`src/rtl/pch_fixup.sv`:
```
// pch_fixup: program-counter high byte register with branch page-fix FSM.
// State updates on the falling edge of i_clk and is gated by i_clk_en.
// Reset i_reset_n is asynchronous and active-low.
// When a taken branch crosses a page, one extra enabled cycle
// increments or decrements PCH to complete the address.
// Optional: define PCH_FIXUP_COUNT_EN to add o_fix_count.
// o_fix_count is a 16-bit saturating count of IDLE->FIX transitions.
module pch_fixup (
    input  logic        i_clk,
    input  logic        i_reset_n,
    input  logic        i_clk_en,
    input  logic        i_pch_pch,
    input  logic        i_adh_pch,
    input  logic [7:0]  i_adh,
    input  logic        i_pclc,
    input  logic        i_branch,
    input  logic        i_offset_neg,
    input  logic        i_alu_c,
    output logic [7:0]  o_pch,
    output logic        o_pchc,
    output logic        o_fixup_req
`ifdef PCH_FIXUP_COUNT_EN
    ,
    output logic [15:0] o_fix_count
`endif
);

    typedef enum logic {
        IDLE = 1'b0,
        FIX  = 1'b1
    } state_t;

    state_t      state;
    logic [7:0]  pch_q;
    logic        dir_q;        // 0: fix by +1 (forward), 1: fix by -1 (backward)
    logic [7:0]  pchs;
    logic [8:0]  inc_sum;
    logic        page_cross;

    // Source select and 9-bit increment path feeding the register and o_pchc
    always_comb begin
        // NOTE: assign a default first so every path drives pchs; this prevents a latch.
        pchs = 8'h00;
        if (i_pch_pch) begin
            pchs = pch_q;
        end else if (i_adh_pch) begin
            pchs = i_adh;
        end
        inc_sum = {1'b0, pchs} + 9'(i_pclc);
    end

    // A branch crosses a page when the low-byte carry disagrees with the offset sign
    assign page_cross = i_offset_neg ^ i_alu_c;

    assign o_pch       = pch_q;
    assign o_fixup_req = (state == FIX);
    assign o_pchc      = (state == IDLE) ? inc_sum[8] : 1'b0;

    // PCH register, latched fix direction and IDLE/FIX state
    always_ff @(negedge i_clk or negedge i_reset_n) begin
        if (!i_reset_n) begin
            // NOTE: sequential state uses non-blocking assignments so all registers
            // sample their inputs together at the edge.
            pch_q <= 8'h00;
            dir_q <= 1'b0;
            state <= IDLE;
        end else if (i_clk_en) begin
            case (state)
                IDLE: begin
                    if (i_branch) begin
                        dir_q <= i_offset_neg;
                        if (page_cross) begin
                            state <= FIX;
                        end
                    end else begin
                        pch_q <= inc_sum[7:0];
                    end
                end
                FIX: begin
                    pch_q <= dir_q ? (pch_q - 8'd1) : (pch_q + 8'd1);
                    state <= IDLE;
                end
                default: state <= IDLE;
            endcase
        end
    end

`ifdef PCH_FIXUP_COUNT_EN
    logic [15:0] fix_count_q;

    // Saturating count of page-fix cycles entered
    always_ff @(negedge i_clk or negedge i_reset_n) begin
        if (!i_reset_n) begin
            fix_count_q <= 16'h0000;
        end else if (i_clk_en && (state == IDLE) && i_branch && page_cross
                     && (fix_count_q != 16'hFFFF)) begin
            fix_count_q <= fix_count_q + 16'd1;
        end
    end

    assign o_fix_count = fix_count_q;
`endif

endmodule

```
`config.mk`:
```
export PLATFORM = sky130hd
export DESIGN_NAME = pch_fixup
export DESIGN_NICKNAME = d
export VERILOG_FILES = /design/src/rtl/pch_fixup.sv
export SDC_FILE = /design/constraint.sdc
export NUM_CORES = 1
export LEC_CHECK = 0
export CORE_AREA = 4 4 69 71
export DETAILED_ROUTE_END_ITERATION = 16
export DIE_AREA = 0 0 73 75
export GPL_TIMING_DRIVEN = 0
export PLACE_DENSITY_LB_ADDON = 0.3
export SLEW_MARGIN = 20
export SYNTH_ARGS = -nofsm -noshare
export SYNTH_HDL_FRONTEND = slang
export SYNTH_SLANG_ARGS = --single-unit
```
`constraint.sdc`:
```
create_clock -name i_clk -period 3.3 [get_ports i_clk]
set_input_delay 0.66 -clock i_clk [delete_from_list [all_inputs] [get_ports i_clk]]
set_output_delay 0.66 -clock i_clk [all_outputs]
set_load 0.02 [all_outputs]
```
==> flow_metrics.env, run 1 <==
export IMPL_synth_seq_area_share=0.221
export IMPL_firstDrtPassIters=4
export IMPL_highest_layer="met4"
export IMPL_postLayoutCellArea_um2=1730
export IMPL_area_delta_synth_final_pct=53.3
export IMPL_synth_ff_latch_count=10
export IMPL_route_met3_wl_um=153
export IMPL_ios=27
export IMPL_rows=24
export IMPL_synth_area_leaders="dfrtn_1, ha_1, o21ai_0"
export IMPL_grt_max_degree=11
export IMPL_cpPeakStageDelay_ns=0.42
export IMPL_die_w_um=73
export IMPL_drv_cap=0
export IMPL_clk_latency_ns=0.25
export IMPL_core_area_um2=4230
export IMPL_outcome="complete, but fails checks"
export IMPL_yosys_top_cells_count="nand2_1, o21ai_0, dfrtn_1, ha_1, inv_1"
export IMPL_final_nets=209
export IMPL_start_util=0.267
export IMPL_hold_buffers=0
export IMPL_hpwl_mm=2.42
export IMPL_synth_edff_count=0
export IMPL_cts_root_buf="clkbuf_8"
export IMPL_cts_buffers=3
export IMPL_netlist_area_um2=1130
export IMPL_diodes=0
export IMPL_clockBufferDepth=2
export IMPL_synth_fa_ha_area_frac=0.106
export IMPL_dp_cells=206
export IMPL_routedLengthMet1_mm=1.59
export IMPL_hp_class="flip-flop to flip-flop"
export IMPL_wl_per_cell_um=14.9
export IMPL_drv_slew=0
export IMPL_tightestPinTransition_ns=0.544
export IMPL_path_class="flip-flop to output pin"
export IMPL_layout_drive_gt1_share=0.341
export IMPL_synth_cell_type_count=52
export IMPL_power_mw=1.11
export IMPL_cts_sinks=10
export IMPL_yosys_cell_count_top_type="nand2_1"
export IMPL_via_count=1203
export IMPL_grt_antenna_before_repair=0
export IMPL_cp_num_buf_inv=2
export IMPL_syn_area_per_cell_um2=8.63
export IMPL_setup_violations=9
export IMPL_placed_area_um2=1450
export IMPL_synth_top_flop_cell="dfrtn_1"
export IMPL_drt_iter0_markers=40
export IMPL_dp_slack_ns=-1.19
export IMPL_synth_top_family_by_area="compound AO/OA/AOI/OAI gates"
export IMPL_setup_tns_final_ns=-3.38
export IMPL_grt_pass1_wl_mm=5.51
export IMPL_synth_compound_area_share=0.290
export IMPL_cts_tree="done"
export IMPL_synth_mux_area_frac=0.0376
export IMPL_gp_congestion=0.872
export IMPL_synth_top_area_frac=0.221
export IMPL_rsz0062_at_grt="yes"
export IMPL_die_h_um=75
export IMPL_crit_family="flip-flops"
export IMPL_crit_fanout=2
export IMPL_violations="setup timing"
export IMPL_die_area_um2=5480
export IMPL_cp_end_kind="output pin"
export IMPL_worstSetupStartpointType="flip-flop"
export IMPL_synth_simple_area_share=0.220
export IMPL_hold_viol=0
export IMPL_worst_ep_arrival_time_ns=3.45
export IMPL_syn_inst=131
export IMPL_finClkSkew_ns=0.00442
export IMPL_synth_async_sr_flop_share=1.00
export IMPL_crit_path_top_delay_cell="dfrtn_1"
export IMPL_grt_usage=0.127
export IMPL_path_cells="a22o_1 > ha_2 > inv_2 > a221oi_4 > nand2_2 > nor4b_4 > buf_4"
export IMPL_port_buffers=23
export IMPL_power_density_nw_per_um2=643
export IMPL_synth_xor_area_frac=0.0619
export IMPL_synth_top_area_cell="dfrtn_1"
export IMPL_route_met2_wl_mm=1.71
export IMPL_grt_overflow=0
export IMPL_setup_ws_ns=-0.810
export IMPL_synth_nets=157
export IMPL_yosys_warnings=0
export IMPL_vdd_drop_max_mv=0.337
export IMPL_p_leak_nw=0.794
export IMPL_cts_clk_slew_worst_paths_ns=0.04
export IMPL_slew_limit_headroom=0.634
export IMPL_antenna_left=0
export IMPL_stdcell_count=234
export IMPL_grt_pass1_vias=1193
export IMPL_crit_required_ns=2.64
export IMPL_drc=0
export IMPL_viasPerCell=5.14
export IMPL_wirelength_mm=3.50
export IMPL_htreeDepth=1
## through the flow
stage,utilization,hold WS [ns]
CTS,0.377,0.560
floorplan,-,0.598
finish,0.410,0.562
global route,0.410,0.604
global placement,0.343,0.541
detailed placement,0.343,0.557
## routing by layer
metal | global-route usage | vias to the layer above
li1 | - | 596
met3 | 0.0134 | 4
met2 | 0.214 | 37
met4 | 0.0328 | 0
met1 | 0.174 | 566
met5 | 0 | -
## layout make-up
| cell class | instances | area [um2] |
|---|---|---|
| fillers | 420 | 2500 |
| well taps | 52 | 65.1 |
| plain buffers | 6 | 68.8 |
| repair buffers | 47 | 392 |
| multi-input cells | 106 | 870 |
| flip-flops and latches | 10 | 250 |
| inverters | 9 | 33.8 |
| clock buffers | 4 | 55.1 |
## power breakdown
group	switching, mW	leakage (nW)	internal, mW	total [mW]
Combinational	0.399	0.644	0.351	0.750
Sequential	0.0373	0.122	0.171	0.209
Clock	0.0515	0.0288	0.105	0.157
Total	0.488	0.794	0.627	1.11
## cell usage in the layout (no fill, tap or decap), types with 3 or more instances in the layout
master / Yosys / final
a211oi_1: 4 / 4
a21o_1: 3 / 3
a21oi_1: 3 / 3
a22oi_1: 3 / 3
buf_2: 2 / 4
buf_4: 1 / 25
buf_6: 1 / 5
clkbuf_8: 0 / 4
clkdlybuf4s50_1: 0 / 8
dfrtn_1: 10 / 10
dlygate4sd2_1: 0 / 4
ha_1: 8 / 6
inv_1: 8 / 5
inv_2: 0 / 3
nand2_1: 14 / 14
nand3_1: 5 / 5
nand4_1: 3 / 3
nor2_1: 4 / 4
nor2b_1: 3 / 3
o21ai_0: 12 / 9
o21ai_1: 1 / 4
xnor2_1: 4 / 3
## worst register-to-register path, delay by kind of cell, from the launching register on
family	cells	cell delay [ns]
compound gates	3	0.89
fa+ha+maj	1	0.31
mux	1	0.16
simple gates	1	0.14
flops	1	0.60
## registers in the layout, indices dropped and copies added (netlist names)
| signal | count |
|---|---|
| o_fixup_req | 1 |
| dir_q | 1 |
| o_pch | 8 |
## final timing paths
check,from,endpoint,slack (ns),depth (start not counted)
worst min-delay path,o_fixup_req,o_pch[5],0.56,2
worst max-delay path,o_pch[0],o_pchc,-0.81,7
min in group asynchronous,i_reset_n,dir_q,2.28,1
worst min register to register,o_fixup_req,o_pch[5],0.56,2
max in group asynchronous,i_reset_n,o_pch[6],0.65,1
worst max register to register,dir_q,o_pch[7],1.01,6
## logic make-up (layout without fill, tap and decap cells)
family	after synthesis	in the layout
adder cells (fa/ha/maj)	9	9
AND/OR/NAND/NOR	41	41
XOR/XNOR	8	8
multiplexers	4	4
flip-flops	10	10
AO/OA/AOI/OAI	44	44
buffers and inverters	15	66
## timing repair
item / 4_1_cts / 5_1_grt
pin swaps: 5 / 6
cloned: 0 / 0
endpoints found under the setup margin: 18 / 14
gates resized for setup: 51 / 21
buffers inserted: 12 / 12
No activity file was read; power rests on OpenSTA's default activity.
==> run 2, diff against run 1 <==
--- a/config.mk
+++ b/config.mk
@@ -6,6 +6,7 @@
 export NUM_CORES = 1
 export LEC_CHECK = 0
 export CORE_AREA = 4 4 69 71
+export CTS_CLUSTER_SIZE = 24
 export DETAILED_ROUTE_END_ITERATION = 16
 export DIE_AREA = 0 0 73 75
 export GPL_TIMING_DRIVEN = 0
==> results of run 2 <==
The final DEF is identical to that of run 1; final timing and power are the same.
==> run 3, diff against run 2 <==
--- a/config.mk
+++ b/config.mk
@@ -5,10 +5,11 @@
 export SDC_FILE = /design/constraint.sdc
 export NUM_CORES = 1
 export LEC_CHECK = 0
-export CORE_AREA = 4 4 69 71
+export CAP_MARGIN = 20
+export CORE_AREA = 4 4 88 57
 export CTS_CLUSTER_SIZE = 24
 export DETAILED_ROUTE_END_ITERATION = 16
-export DIE_AREA = 0 0 73 75
+export DIE_AREA = 0 0 92 61
 export GPL_TIMING_DRIVEN = 0
 export PLACE_DENSITY_LB_ADDON = 0.3
 export SLEW_MARGIN = 20
==> run 3 against run 2 <==
The run still ends with setup timing left. Sequential power up 5%. Largest cell class unchanged. Via count down 0.50%. Count of clock-buffer cells in the layout down 1. Cell count down 2.1%. Power down 2.6%. Critical path depth unchanged. Clock power down 18%. Design area down 7.9%.
==> flow_metrics.env, run 3 (synthesis results as in run 1) <==
export IMPL_cp_num_buf_inv=2
export IMPL_wirelength_mm=3.75
export IMPL_r2r_cells=7
export IMPL_clk_latency_ns=0.25
export IMPL_worstSetupStartpointType="flip-flop"
export IMPL_reg2reg_slack_ns=0.92
export IMPL_rows=18
export IMPL_hold_depth=2
export IMPL_grt_max_degree=11
export IMPL_drv_cap=0
export IMPL_power_mw=1.09
export IMPL_cpPeakStageDelay_ns=0.41
export IMPL_cts_sinks=10
export IMPL_cp_end_kind="output pin"
export IMPL_hp_class="flip-flop to flip-flop"
export IMPL_hpwl_mm=2.82
export IMPL_htreeDepth=1
export IMPL_hp_start="o_pch[3]"
export IMPL_power_density_nw_per_um2=679
export IMPL_layout_common_cells="buf_4, nand2_1, clkdlybuf4s50_1"
export IMPL_start_util=0.276
export IMPL_nFillCells=433
export IMPL_die_area_um2=5610
export IMPL_slew_limit_headroom=0.624
export IMPL_vdd_drop_max_mv=0.316
export IMPL_cts_clk_slew_worst_paths_ns=0.04
export IMPL_largest_reg_flops=8
export IMPL_crit_cells=7
export IMPL_ios=27
export IMPL_drc=0
export IMPL_port_buffers=23
export IMPL_crit_fanout=2
export IMPL_die_w_um=92
export IMPL_rsz0062_at_grt="yes"
export IMPL_layout_commonest_cell="buf_4"
export IMPL_via_count=1197
export IMPL_crit_path_top_delay_cell="dfrtn_1"
export IMPL_drv_slew=0
export IMPL_grt_usage=0.139
export IMPL_die_h_um=61
export IMPL_grt_pass1_vias=1219
export IMPL_grt_overflow=0
export IMPL_tightestPinTransition_ns=0.559
export IMPL_worst_ep_arrival_time_ns=3.46
export IMPL_worst_hold_slack_ns=0.543
export IMPL_path_cells="a22o_1 > ha_1 > inv_2 > a221oi_4 > nand2_2 > nor4b_4 > buf_4"
export IMPL_r2r_start="dir_q"
export IMPL_area_delta_synth_final_pct=41.3
export IMPL_gp_congestion=0.825
export IMPL_outcome="complete, but fails checks"
export IMPL_cts_buffers=3
export IMPL_finClkSkew_ns=0.00175
export IMPL_cts_tree="done"
export IMPL_antenna_left=0
export IMPL_grt_pass1_wl_mm=6.09
export IMPL_viasPerCell=5.23
export IMPL_hold_buffers=0
export IMPL_r2r_end="o_pch[6]"
export IMPL_layout_drive_gt1_share=0.266
export IMPL_grt_antenna_before_repair=0
export IMPL_clockBufferDepth=2
export IMPL_hold_path_end="o_pch[3]"
export IMPL_drt_iter0_markers=95
export IMPL_cts_root_buf="clkbuf_8"
export IMPL_final_nets=197
export IMPL_hold_viol=0
export IMPL_firstDrtPassIters=4
export IMPL_p_leak_nw=0.702
export IMPL_wl_per_cell_um=16.4
export IMPL_core_area_um2=4100
export IMPL_setup_violations=8
export IMPL_crit_family="flip-flops"
export IMPL_diodes=0
export IMPL_violations="setup timing"
export IMPL_crit_required_ns=2.64
export IMPL_setup_ws_ns=-0.817
export IMPL_path_class="flip-flop to output pin"
export IMPL_utilization=0.390
[run 3: through the flow]
step           setup TNS, ns  cells  setup slack, ns  instance area (um2)
5_1_grt                -4.43    229           -0.953                 1600
3_5_place_dp           -7.42    214            -1.26                 1460
4_1_cts                -3.07    226           -0.874                 1550
6_report               -3.52    229           -0.817                 1600
3_3_place_gp           -7.09    214            -1.22                 1460
2_1_floorplan          -3.33    131           -0.701                 1160
[run 3: worst max path at each step]
stage / from / to
detailed placement: o_pch[0] / o_pchc
CTS: o_pch[0] / o_pchc
floorplan: o_pch[0] / o_pchc
global placement: o_pch[0] / o_pchc
global route: o_pch[0] / o_pchc
finish: o_pch[0] / o_pchc
[run 3: what timing repair did]
item,in CTS,in global routing
endpoints found under the setup margin,18,17
pin swaps,4,4
setup buffers,9,5
endpoints found under the hold margin,0,0
gates cloned,0,0
resized for setup,46,14
[run 3: area by class of cell]
type                    count  area (um2)  area share
well taps                  60        75.1      0.0470
inverters                   9        36.3      0.0227
flip-flops and latches     10         250       0.157
repair buffers             35         302       0.189
multi-input cells         106         846       0.529
plain buffers               6        47.5      0.0298
clock buffers               3        41.3      0.0258
[run 3: power breakdown]
group / total, mW / switching, mW / internal [mW]
Sequential: 0.219 / 0.0472 / 0.172
Clock: 0.128 / 0.0481 / 0.0799
Combinational: 0.739 / 0.403 / 0.336
[run 3: layer usage]
layer / up-vias / track usage / part of all wire
met1: 590 / 0.196 / 0.50
li1: 570 / - / -
met3: 2 / 0.0322 / 0.061
met2: 35 / 0.229 / 0.44
met4: 0 / 0.0106 / 0.0021
met5: - / 0 / 0
[run 3: tightest hold or removal path, cell delays in order (launching register included)]
cell	delay (ns)
dfrtn_1	0.49
nand2_1	0.07
nand2_1	0.06
